<file path="src/rtl/ram_arbiter.sv">
// Two-master arbiter/controller for a dual-address RAM with combinational read.
// Serves one read and one write per cycle when addresses differ, serializes
// same-address collisions, and optionally zero-fills the RAM after reset.
module ram_arbiter #(
  parameter int unsigned MEM_WIDTH      = 8,
  parameter int unsigned WORD_SIZE      = 4,
  parameter bit          CLEAR_ON_RESET = 1'b1
) (
  input  logic                 clk,
  input  logic                 rst_n,
  // master 0
  input  logic                 m0_req,
  input  logic                 m0_we,
  input  logic [WORD_SIZE-1:0] m0_addr,
  input  logic [MEM_WIDTH-1:0] m0_wdata,
  output logic                 m0_gnt,
  output logic                 m0_rvalid,
  output logic [MEM_WIDTH-1:0] m0_rdata,
  // master 1
  input  logic                 m1_req,
  input  logic                 m1_we,
  input  logic [WORD_SIZE-1:0] m1_addr,
  input  logic [MEM_WIDTH-1:0] m1_wdata,
  output logic                 m1_gnt,
  output logic                 m1_rvalid,
  output logic [MEM_WIDTH-1:0] m1_rdata,
  // RAM side
  output logic                 ram_wr_en,
  output logic [WORD_SIZE-1:0] ram_wr_addr,
  output logic [MEM_WIDTH-1:0] ram_wdata,
  output logic [WORD_SIZE-1:0] ram_rd_addr,
  input  logic [MEM_WIDTH-1:0] ram_rdata,
  output logic                 init_done
);

  typedef enum logic {ST_INIT = 1'b0, ST_RUN = 1'b1} state_e;

  localparam state_e RESET_STATE = CLEAR_ON_RESET ? ST_INIT : ST_RUN;

  state_e                 state_q, state_d;
  logic [WORD_SIZE-1:0]   clr_cnt_q, clr_cnt_d;
  logic                   rr_q, rr_d;          // 0: m0 favoured on same-type contention
  logic                   rd_def_q, rd_def_d;  // a colliding read was deferred last cycle
  logic                   init_done_q;
  logic                   m0_rvalid_q, m1_rvalid_q;
  logic [MEM_WIDTH-1:0]   m0_rdata_q, m1_rdata_q;

  logic                   gnt0, gnt1;
  logic                   rd0, rd1;

  // Arbitration, clear sequencing and RAM port muxing; all gated by rst_n so
  // grants and RAM strobes drop the moment reset asserts.
  always_comb begin
    state_d     = state_q;
    clr_cnt_d   = clr_cnt_q;
    rr_d        = rr_q;
    rd_def_d    = 1'b0;
    gnt0        = 1'b0;
    gnt1        = 1'b0;
    rd0         = 1'b0;
    rd1         = 1'b0;
    ram_wr_en   = 1'b0;
    ram_wr_addr = '0;
    ram_wdata   = '0;
    ram_rd_addr = '0;

    if (rst_n) begin
      unique case (state_q)
        ST_INIT: begin
          ram_wr_en   = 1'b1;
          ram_wr_addr = clr_cnt_q;
          clr_cnt_d   = clr_cnt_q + WORD_SIZE'(1);
          if (clr_cnt_q == '1) state_d = ST_RUN;
        end
        ST_RUN: begin
          if (m0_req && !m1_req) begin
            gnt0 = 1'b1;
          end else if (m1_req && !m0_req) begin
            gnt1 = 1'b1;
          end else if (m0_req && m1_req) begin
            if (m0_we == m1_we) begin
              gnt0 = !rr_q;
              gnt1 = rr_q;
              rr_d = !rr_q;
            end else if (m0_addr != m1_addr) begin
              gnt0 = 1'b1;
              gnt1 = 1'b1;
            end else if (rd_def_q) begin
              // read already waited once: it wins, sees pre-write data
              gnt0 = !m0_we;
              gnt1 = !m1_we;
            end else begin
              // writer first so the following read returns the new data
              gnt0     = m0_we;
              gnt1     = m1_we;
              rd_def_d = 1'b1;
            end
          end

          rd0 = gnt0 && !m0_we;
          rd1 = gnt1 && !m1_we;

          if (gnt0 && m0_we) begin
            ram_wr_en   = 1'b1;
            ram_wr_addr = m0_addr;
            ram_wdata   = m0_wdata;
          end else if (gnt1 && m1_we) begin
            ram_wr_en   = 1'b1;
            ram_wr_addr = m1_addr;
            ram_wdata   = m1_wdata;
          end

          if (rd0)      ram_rd_addr = m0_addr;
          else if (rd1) ram_rd_addr = m1_addr;
        end
        default: ;
      endcase
    end
  end

  // State, arbitration memory and registered read returns.
  always_ff @(posedge clk or negedge rst_n) begin
    if (!rst_n) begin
      state_q     <= RESET_STATE;
      clr_cnt_q   <= '0;
      rr_q        <= 1'b0;
      rd_def_q    <= 1'b0;
      init_done_q <= 1'b0;
      m0_rvalid_q <= 1'b0;
      m1_rvalid_q <= 1'b0;
      m0_rdata_q  <= '0;
      m1_rdata_q  <= '0;
    end else begin
      state_q     <= state_d;
      clr_cnt_q   <= clr_cnt_d;
      rr_q        <= rr_d;
      rd_def_q    <= rd_def_d;
      init_done_q <= (state_d == ST_RUN);
      m0_rvalid_q <= rd0;
      m1_rvalid_q <= rd1;
      if (rd0) m0_rdata_q <= ram_rdata;
      if (rd1) m1_rdata_q <= ram_rdata;
    end
  end

  assign m0_gnt    = gnt0;
  assign m1_gnt    = gnt1;
  assign m0_rvalid = m0_rvalid_q;
  assign m1_rvalid = m1_rvalid_q;
  assign m0_rdata  = m0_rdata_q;
  assign m1_rdata  = m1_rdata_q;
  assign init_done = init_done_q;

endmodule

</file>
<file path="config.mk">
export PLATFORM = sky130hd
export DESIGN_NAME = ram_arbiter
export DESIGN_NICKNAME = d
export VERILOG_FILES = /design/src/rtl/ram_arbiter.sv
export SDC_FILE = /design/constraint.sdc
export NUM_CORES = 1
export LEC_CHECK = 0
export BUFFER_PORTS_ARGS = -buffer_cell sky130_fd_sc_hd__buf_2
export CORE_MARGIN = 2
export CORE_UTILIZATION = 49
export CTS_CLUSTER_SIZE = 16
export DETAILED_ROUTE_END_ITERATION = 8
export PLACE_DENSITY = 0.85
export SLEW_MARGIN = 5
export SYNTH_ARGS = -nofsm -noshare
export SYNTH_HDL_FRONTEND = slang
export SYNTH_SLANG_ARGS = --single-unit
</file>
<file path="constraint.sdc">
create_clock -name clk -period 3.79 [get_ports clk]
set_clock_uncertainty 0.15 [all_clocks]
set_input_delay 0.758 -clock clk [delete_from_list [all_inputs] [get_ports clk]]
set_output_delay 0.758 -clock clk [all_outputs]
set_load 0.005 [all_outputs]
</file>
==> flow_results.xml, run 1 <==
<?xml version="1.0" encoding="UTF-8"?>
<metrics>
  <group name="clock_network">
    <metric name="cts_tree" unit="">built</metric>
    <metric name="cts_resized" unit="">0</metric>
    <metric name="cts_hold_buf" unit="">0</metric>
    <metric name="clkSlewWorstSetupHoldPaths" unit="ns">0.12</metric>
    <metric name="cts_made_buffers" unit="">3</metric>
    <metric name="post_cts_setup_buffers" unit="">0</metric>
    <metric name="clock_tree.htree_level_count" unit="">1</metric>
    <metric name="cts.sink_count" unit="">25</metric>
    <metric name="clockBufferDepth" unit="">2</metric>
    <metric name="cts_root_cell" unit="">clkbuf_4</metric>
    <metric name="clkLatencyLatePin" unit="ns">0.30</metric>
  </group>
  <group name="routing">
    <metric name="detail_route.wl_per_cell" unit="um">14.1</metric>
    <metric name="avgViaCountPerCell" unit="">5.41</metric>
    <metric name="drt.antenna.violating_nets" unit="">0</metric>
    <metric name="first_iter_violations" unit="">150</metric>
    <metric name="routed_wl" unit="um">3390</metric>
    <metric name="detail_route.drc_violations" unit="">0</metric>
    <metric name="vias" unit="">1298</metric>
    <metric name="drt_pre_antenna_iters" unit="">4</metric>
  </group>
  <group name="global_routing">
    <metric name="groute.layer.met1.usage" unit="%">27.9</metric>
    <metric name="groute.layer.met3.usage" unit="%">2.84</metric>
    <metric name="grt.total_usage" unit="%">19.4</metric>
    <metric name="global_route_wire_length_before_repair" unit="um">5320</metric>
    <metric name="via_count_of_the_first_global_routing_pass" unit="">1198</metric>
    <metric name="global_route.overflow_total" unit="">0</metric>
    <metric name="use_met2" unit="%">31.1</metric>
    <metric name="grt_max_degree" unit="">21</metric>
    <metric name="number_of_antenna_violations_at_the_first_check_in_global_routing" unit="">0</metric>
    <metric name="grt.busiest_layer" unit="">met2</metric>
  </group>
  <group name="timing">
    <metric name="finalHoldViolCount" unit="">0</metric>
    <metric name="worst_slew_pin_slew" unit="ns">0.699</metric>
    <metric name="fin_crit" unit="ns">3.35</metric>
    <metric name="final-setup-viol-count" unit="">0</metric>
    <metric name="fin_setup_tns" unit="ns">0</metric>
    <metric name="grt_setup_unrepaired" unit="">false</metric>
    <metric name="slew_headroom" unit="%">53.2</metric>
    <metric name="timing.final.max_slew_violations" unit="">0</metric>
    <metric name="fmax" unit="MHz">298</metric>
    <metric name="period_share" unit="%">88.5</metric>
  </group>
  <group name="synth">
    <metric name="seq_total_area_yosys" unit="%">41.3</metric>
    <metric name="syn-num-nets" unit="">174</metric>
    <metric name="synth_area" unit="um^2">1520</metric>
    <metric name="postSynthRegisterBits" unit="">25</metric>
    <metric name="yosys_warnings" unit="">0</metric>
    <metric name="ys_async_sr_fraction" unit="%">100</metric>
    <metric name="synthesis.area_per_instance" unit="um^2">11.5</metric>
    <metric name="synth_edf_count" unit="">0</metric>
    <metric name="synth-main-ff-cell" unit="">dfrtp_1</metric>
    <metric name="postSynthCellCount" unit="">132</metric>
    <metric name="synth_cell_types" unit="">40</metric>
  </group>
  <group name="placed_design">
    <metric name="detailedPlacementHpwl" unit="um">2710</metric>
    <metric name="port_buffers" unit="">75</metric>
    <metric name="place.gp.congestion" unit="">0.930</metric>
    <metric name="placedInstanceArea" unit="um^2">1910</metric>
  </group>
  <group name="critical_path">
    <metric name="cpPeakStageDelay" unit="ns">0.55</metric>
    <metric name="worstSetupEndpointType" unit="">primary output</metric>
    <metric name="crit_fanout" unit="">12</metric>
    <metric name="required_arrival_time_at_the_worst_endpoint" unit="ns">2.88</metric>
    <metric name="worst_path_most_repeated_cell" unit="">buf_2</metric>
    <metric name="crit_type" unit="">primary input to primary output</metric>
    <metric name="crit_slowest_cell" unit="">nor3_2</metric>
    <metric name="worst-endpoint-arrival" unit="ns">2.45</metric>
    <metric name="worstReg2RegStart" unit="">init_done</metric>
    <metric name="crit_start_category" unit="">primary input</metric>
    <metric name="critPathLaunch" unit="">m0_req</metric>
    <metric name="cp.buffers_inverters" unit="">3</metric>
    <metric name="crit_family" unit="">simple AND/OR/NAND/NOR gates</metric>
    <metric name="cells_along_the_critical_path" unit="">buf_2 &gt; inv_1 &gt; ha_1 &gt; nor2b_1 &gt; nand3b_1 &gt; nand4b_1 &gt; nor3_2 &gt; a221o_1 &gt; buf_2</metric>
  </group>
  <group name="power">
    <metric name="fin_total_pwr" unit="mW">0.951</metric>
    <metric name="cellPowerDensity" unit="nW/um^2">492</metric>
    <metric name="power.leakage" unit="nW">1.02</metric>
    <metric name="max-vdd-ir-drop" unit="mV">0.398</metric>
  </group>
  <group name="cells_and_area">
    <metric name="layout.nets" unit="">250</metric>
    <metric name="fillCellCount" unit="">255</metric>
    <metric name="final_cell_area" unit="um^2">1930</metric>
    <metric name="layout_cells_sized_above_1" unit="%">50.7</metric>
    <metric name="areaGrowthSynthToFinish" unit="%">27.5</metric>
    <metric name="n_antenna_cell" unit="">0</metric>
  </group>
  <group name="hold_path">
    <metric name="hold_path.class" unit="">primary input to async pin</metric>
  </group>
  <group name="floorplanning">
    <metric name="dieHeight" unit="um">59.6</metric>
    <metric name="initial_utilization" unit="%">50.5</metric>
    <metric name="io_pins" unit="">76</metric>
    <metric name="fp-row-count" unit="">20</metric>
    <metric name="dieWidth" unit="um">59.6</metric>
    <metric name="floorplan_die_area" unit="um^2">3560</metric>
    <metric name="floorplan.core_area" unit="um^2">3000</metric>
  </group>
  <group name="run_status">
    <metric name="status" unit="">finished, final reports clean</metric>
  </group>
  <group name="run">
    <metric name="drv_cap" unit="">0</metric>
  </group>
</metrics>
-- cells in the mapped netlist, types with 2 or more instances --
library cell,instances,area (um^2)
dfrtp_1,25,626
mux2_2,12,135
a22o_1,8,70.1
xnor2_1,8,70.1
and2_1,5,31.3
inv_1,5,18.8
mux2_4,5,75.1
nand2_1,5,18.8
a221o_1,4,40.0
ha_1,4,50.1
nor3_1,4,20.0
a21o_1,3,22.5
a32o_1,3,30.0
nor2_1,3,11.3
nor2b_1,3,18.8
nor3b_1,3,22.5
a21oi_1,2,10.0
buf_6,2,22.5
clkbuf_2,2,10.0
nand3b_1,2,15.0
nand4b_1,2,17.5
nor3_2,2,20.0
o21ai_0,2,10.0
xor2_1,2,17.5
-- cell families (layout without fill, tap and decap cells) --
kind of cell    Yosys count  after routing  synth area share [%]
fa+ha+maj                 4              4                  3.30
mux                      17             17                  13.9
buf+inv                  12             87                  4.46
xor+xnor                 10             10                  5.78
compound gates           28             28                  16.0
flops                    25             25                  41.3
simple gates             36             36                  15.3
-- power by group --
part           switching [mW]  total [mW]  internal, mW
combinational           0.160       0.387         0.227
clock                  0.0714       0.112        0.0410
sequential             0.0762       0.451         0.375
-- through the flow --
stage	util [%]	hold slack (ns)	cells	setup WS (ns)
after floorplan	-	0.308	132	0.716
after detailed placement	63.5	0.340	236	0.449
after CTS	64.4	0.141	240	0.445
after global placement	63.5	0.329	236	0.504
final	64.4	0.144	240	0.435
after global routing	64.4	0.140	240	0.268
-- cell usage in the layout, fill, tap and decap left out, types with 3 or more instances in the layout --
cell      Yosys  layout
buf_4         1       3
nor2b_1       3       3
a21o_1        3       3
nor3b_1       3       3
nand2_1       5       5
mux2_4        5       5
a221o_1       4       4
xnor2_1       8       8
ha_1          4       4
mux2_2       12      12
dfrtp_1      25      25
a22o_1        8       8
inv_1         5       5
a32o_1        3       3
nor2_1        3       3
nor3_1        4       4
and2_1        5       5
clkbuf_4      0       3
buf_2         1      75
-- state kept, by name (all words and copies together) (netlist names) --
| register | count |
|---|---|
| clr_cnt_q | 4 |
| init_done | 1 |
| m0_rdata | 8 |
| m0_rvalid | 1 |
| m1_rdata | 8 |
| m1_rvalid | 1 |
| rd_def_q | 1 |
| rr_q | 1 |
-- path summary, 6_finish.rpt --
path | slack, ns | endpoint | cells after the start
worst max register to register | 1.72 | m1_rdata[0] | 5
worst min-delay path | 0.14 | rr_q | 1
min in group clk | 0.35 | clr_cnt_q[3] | 1
worst min register to register | 0.35 | clr_cnt_q[3] | 1
worst max-delay path | 0.44 | ram_wr_addr[0] | 9
max in group asynchronous | 2.82 | clr_cnt_q[0] | 2
-- layout make-up --
type / count / area (um^2) / share of cell area [%]
multi-input cells: 95 / 823 / 42.6
flip-flops and latches: 25 / 626 / 32.4
repair buffers: 78 / 398 / 20.6
well taps: 33 / 41.3 / 2.14
clock buffers: 4 / 26.3 / 1.36
inverters: 5 / 18.8 / 0.971
-- routing by layer --
metal / share of wire (%) / vias up
met1: 48 / 593
met5: 0 / -
li1: - / 642
met3: 8.0 / 2
met2: 43 / 61
met4: 0.41 / 0
No activity file was read; power rests on OpenSTA's default activity.
==> run 2, diff against run 1 <==
--- a/config.mk
+++ b/config.mk
@@ -11,6 +11,7 @@
 export CTS_CLUSTER_SIZE = 16
 export DETAILED_ROUTE_END_ITERATION = 8
 export PLACE_DENSITY = 0.85
+export REMOVE_ABC_BUFFERS = 1
 export SLEW_MARGIN = 5
 export SYNTH_ARGS = -nofsm -noshare
 export SYNTH_HDL_FRONTEND = slang
==> flow_results.xml, run 2 (synthesis results as in run 1) <==
<?xml version="1.0" encoding="UTF-8"?>
<metrics>
  <group name="global_routing">
    <metric name="grt.total_usage" unit="%">19.6</metric>
    <metric name="global_route.overflow_total" unit="">0</metric>
    <metric name="global_route_wire_length_before_repair" unit="um">5290</metric>
    <metric name="grt_max_degree" unit="">26</metric>
    <metric name="number_of_antenna_violations_at_the_first_check_in_global_routing" unit="">0</metric>
    <metric name="via_count_of_the_first_global_routing_pass" unit="">1250</metric>
  </group>
  <group name="clock_network">
    <metric name="cts_resized" unit="">0</metric>
    <metric name="cts_made_buffers" unit="">3</metric>
    <metric name="clkLatencyLatePin" unit="ns">0.30</metric>
    <metric name="cts_tree" unit="">built</metric>
    <metric name="clkSlewWorstSetupHoldPaths" unit="ns">0.12</metric>
    <metric name="clock_tree.htree_level_count" unit="">1</metric>
    <metric name="cts.sink_count" unit="">25</metric>
    <metric name="clockBufferDepth" unit="">2</metric>
    <metric name="cts_hold_buf" unit="">0</metric>
    <metric name="post_cts_setup_buffers" unit="">0</metric>
    <metric name="cts_root_cell" unit="">clkbuf_4</metric>
  </group>
  <group name="critical_path">
    <metric name="crit_family" unit="">simple AND/OR/NAND/NOR gates</metric>
    <metric name="crit_fanout" unit="">12</metric>
    <metric name="worst_path_most_repeated_cell" unit="">buf_2</metric>
    <metric name="worst-endpoint-arrival" unit="ns">2.45</metric>
    <metric name="cells_along_the_critical_path" unit="">buf_2 &gt; ha_1 &gt; nor2b_1 &gt; nand3b_1 &gt; nand4b_1 &gt; nor3_2 &gt; a221o_1 &gt; buf_2</metric>
    <metric name="required_arrival_time_at_the_worst_endpoint" unit="ns">2.88</metric>
    <metric name="cp.buffers_inverters" unit="">2</metric>
    <metric name="crit_start_category" unit="">primary input</metric>
    <metric name="cpPeakStageDelay" unit="ns">0.56</metric>
    <metric name="crit_slowest_cell" unit="">nor3_2</metric>
    <metric name="crit_type" unit="">primary input to primary output</metric>
    <metric name="worstSetupEndpointType" unit="">primary output</metric>
  </group>
  <group name="routing">
    <metric name="drt.antenna.violating_nets" unit="">0</metric>
    <metric name="first_iter_violations" unit="">39</metric>
    <metric name="detail_route.wl_per_cell" unit="um">14.6</metric>
    <metric name="avgViaCountPerCell" unit="">5.55</metric>
    <metric name="routed_wl" unit="um">3500</metric>
    <metric name="detail_route.drc_violations" unit="">0</metric>
    <metric name="drt_pre_antenna_iters" unit="">4</metric>
    <metric name="vias" unit="">1332</metric>
  </group>
  <group name="timing">
    <metric name="slew_headroom" unit="%">53.0</metric>
    <metric name="fmax" unit="MHz">297</metric>
    <metric name="worst_slew_pin_slew" unit="ns">0.702</metric>
    <metric name="grt_setup_unrepaired" unit="">false</metric>
    <metric name="finalHoldViolCount" unit="">0</metric>
    <metric name="fin_crit" unit="ns">3.36</metric>
    <metric name="fin_setup_tns" unit="ns">0</metric>
    <metric name="final-setup-viol-count" unit="">0</metric>
    <metric name="layout_setup_ws" unit="ns">0.427</metric>
    <metric name="worst_hold_slack" unit="ns">0.119</metric>
    <metric name="timing.final.max_slew_violations" unit="">0</metric>
    <metric name="period_share" unit="%">88.7</metric>
  </group>
  <group name="cells_and_area">
    <metric name="final_cell_area" unit="um^2">1930</metric>
    <metric name="leading_cell_type_in_the_layout_fill_and_taps_excluded" unit="">buf_2</metric>
    <metric name="multiInputGateArea" unit="um^2">823</metric>
    <metric name="most-common-layout-cells" unit="">buf_2 (75), dfrtp_1 (25), mux2_2 (12)</metric>
    <metric name="register_area" unit="um^2">626</metric>
    <metric name="fillCellCount" unit="">253</metric>
    <metric name="finalNonFillerCells" unit="">240</metric>
    <metric name="areaGrowthSynthToFinish" unit="%">27.5</metric>
    <metric name="n_antenna_cell" unit="">0</metric>
    <metric name="layout.nets" unit="">250</metric>
    <metric name="layout_cells_sized_above_1" unit="%">50.7</metric>
  </group>
  <group name="floorplanning">
    <metric name="io_pins" unit="">76</metric>
    <metric name="dieHeight" unit="um">59.6</metric>
    <metric name="floorplan_die_area" unit="um^2">3560</metric>
    <metric name="fp-row-count" unit="">20</metric>
    <metric name="initial_utilization" unit="%">50.5</metric>
    <metric name="dieWidth" unit="um">59.6</metric>
    <metric name="floorplan.core_area" unit="um^2">3000</metric>
  </group>
  <group name="placed_design">
    <metric name="detailedPlacementHpwl" unit="um">2800</metric>
    <metric name="dp_slack" unit="ns">0.433</metric>
    <metric name="port_buffers" unit="">75</metric>
    <metric name="place.gp.congestion" unit="">0.839</metric>
    <metric name="place.detailed.instances" unit="">236</metric>
    <metric name="placedInstanceArea" unit="um^2">1910</metric>
  </group>
  <group name="run">
    <metric name="drv_cap" unit="">0</metric>
  </group>
  <group name="power">
    <metric name="power.leakage" unit="nW">1.02</metric>
    <metric name="cellPowerDensity" unit="nW/um^2">492</metric>
    <metric name="max-vdd-ir-drop" unit="mV">0.285</metric>
  </group>
  <group name="run_status">
    <metric name="status" unit="">finished, final reports clean</metric>
  </group>
  <group name="hold_path">
    <metric name="hold_path.class" unit="">primary input to async pin</metric>
  </group>
</metrics>
[run 2: final cells by class]
type	count	area share, %
multi-input cells	95	42.6
clock buffers	4	1.36
inverters	5	0.971
flip-flops and latches	25	32.4
well taps	33	2.14
repair buffers	78	20.6
[run 2: path summary, 6_finish.rpt]
path	startpoint	end	slack, ns	cells after the start
min reg2reg	clr_cnt_q[2]	clr_cnt_q[2]	0.35	1
max	m0_req	ram_wr_addr[2]	0.43	8
min	rst_n	rr_q	0.12	1
max reg2reg	init_done	m1_rdata[1]	1.72	5
max in group asynchronous	rst_n	clr_cnt_q[0]	2.84	2
min in group clk	clr_cnt_q[2]	clr_cnt_q[2]	0.35	1
[run 2: per-stage QoR]
stage	power (mW)	utilization, %
4_1_cts	0.962	64.4
2_1_floorplan	0.665	-
5_1_grt	1.02	64.4
6_report	0.951	64.4
3_5_place_dp	0.850	63.5
3_3_place_gp	0.837	63.5
[run 2: metal layers]
metal	routed length, um	vias up	global-route usage [%]
met5	0	-	0
met4	6	0	3.81
met3	290	2	2.40
met2	1670	67	36.4
met1	1540	623	24.3
li1	-	640	-
[run 2: power breakdown]
| group | internal (mW) | switching (mW) | leakage (nW) |
|---|---|---|---|
| Clock | 0.0410 | 0.0680 | 0.0150 |
| Combinational | 0.226 | 0.161 | 0.691 |
| Sequential | 0.376 | 0.0791 | 0.315 |
| Total | 0.642 | 0.308 | 1.02 |
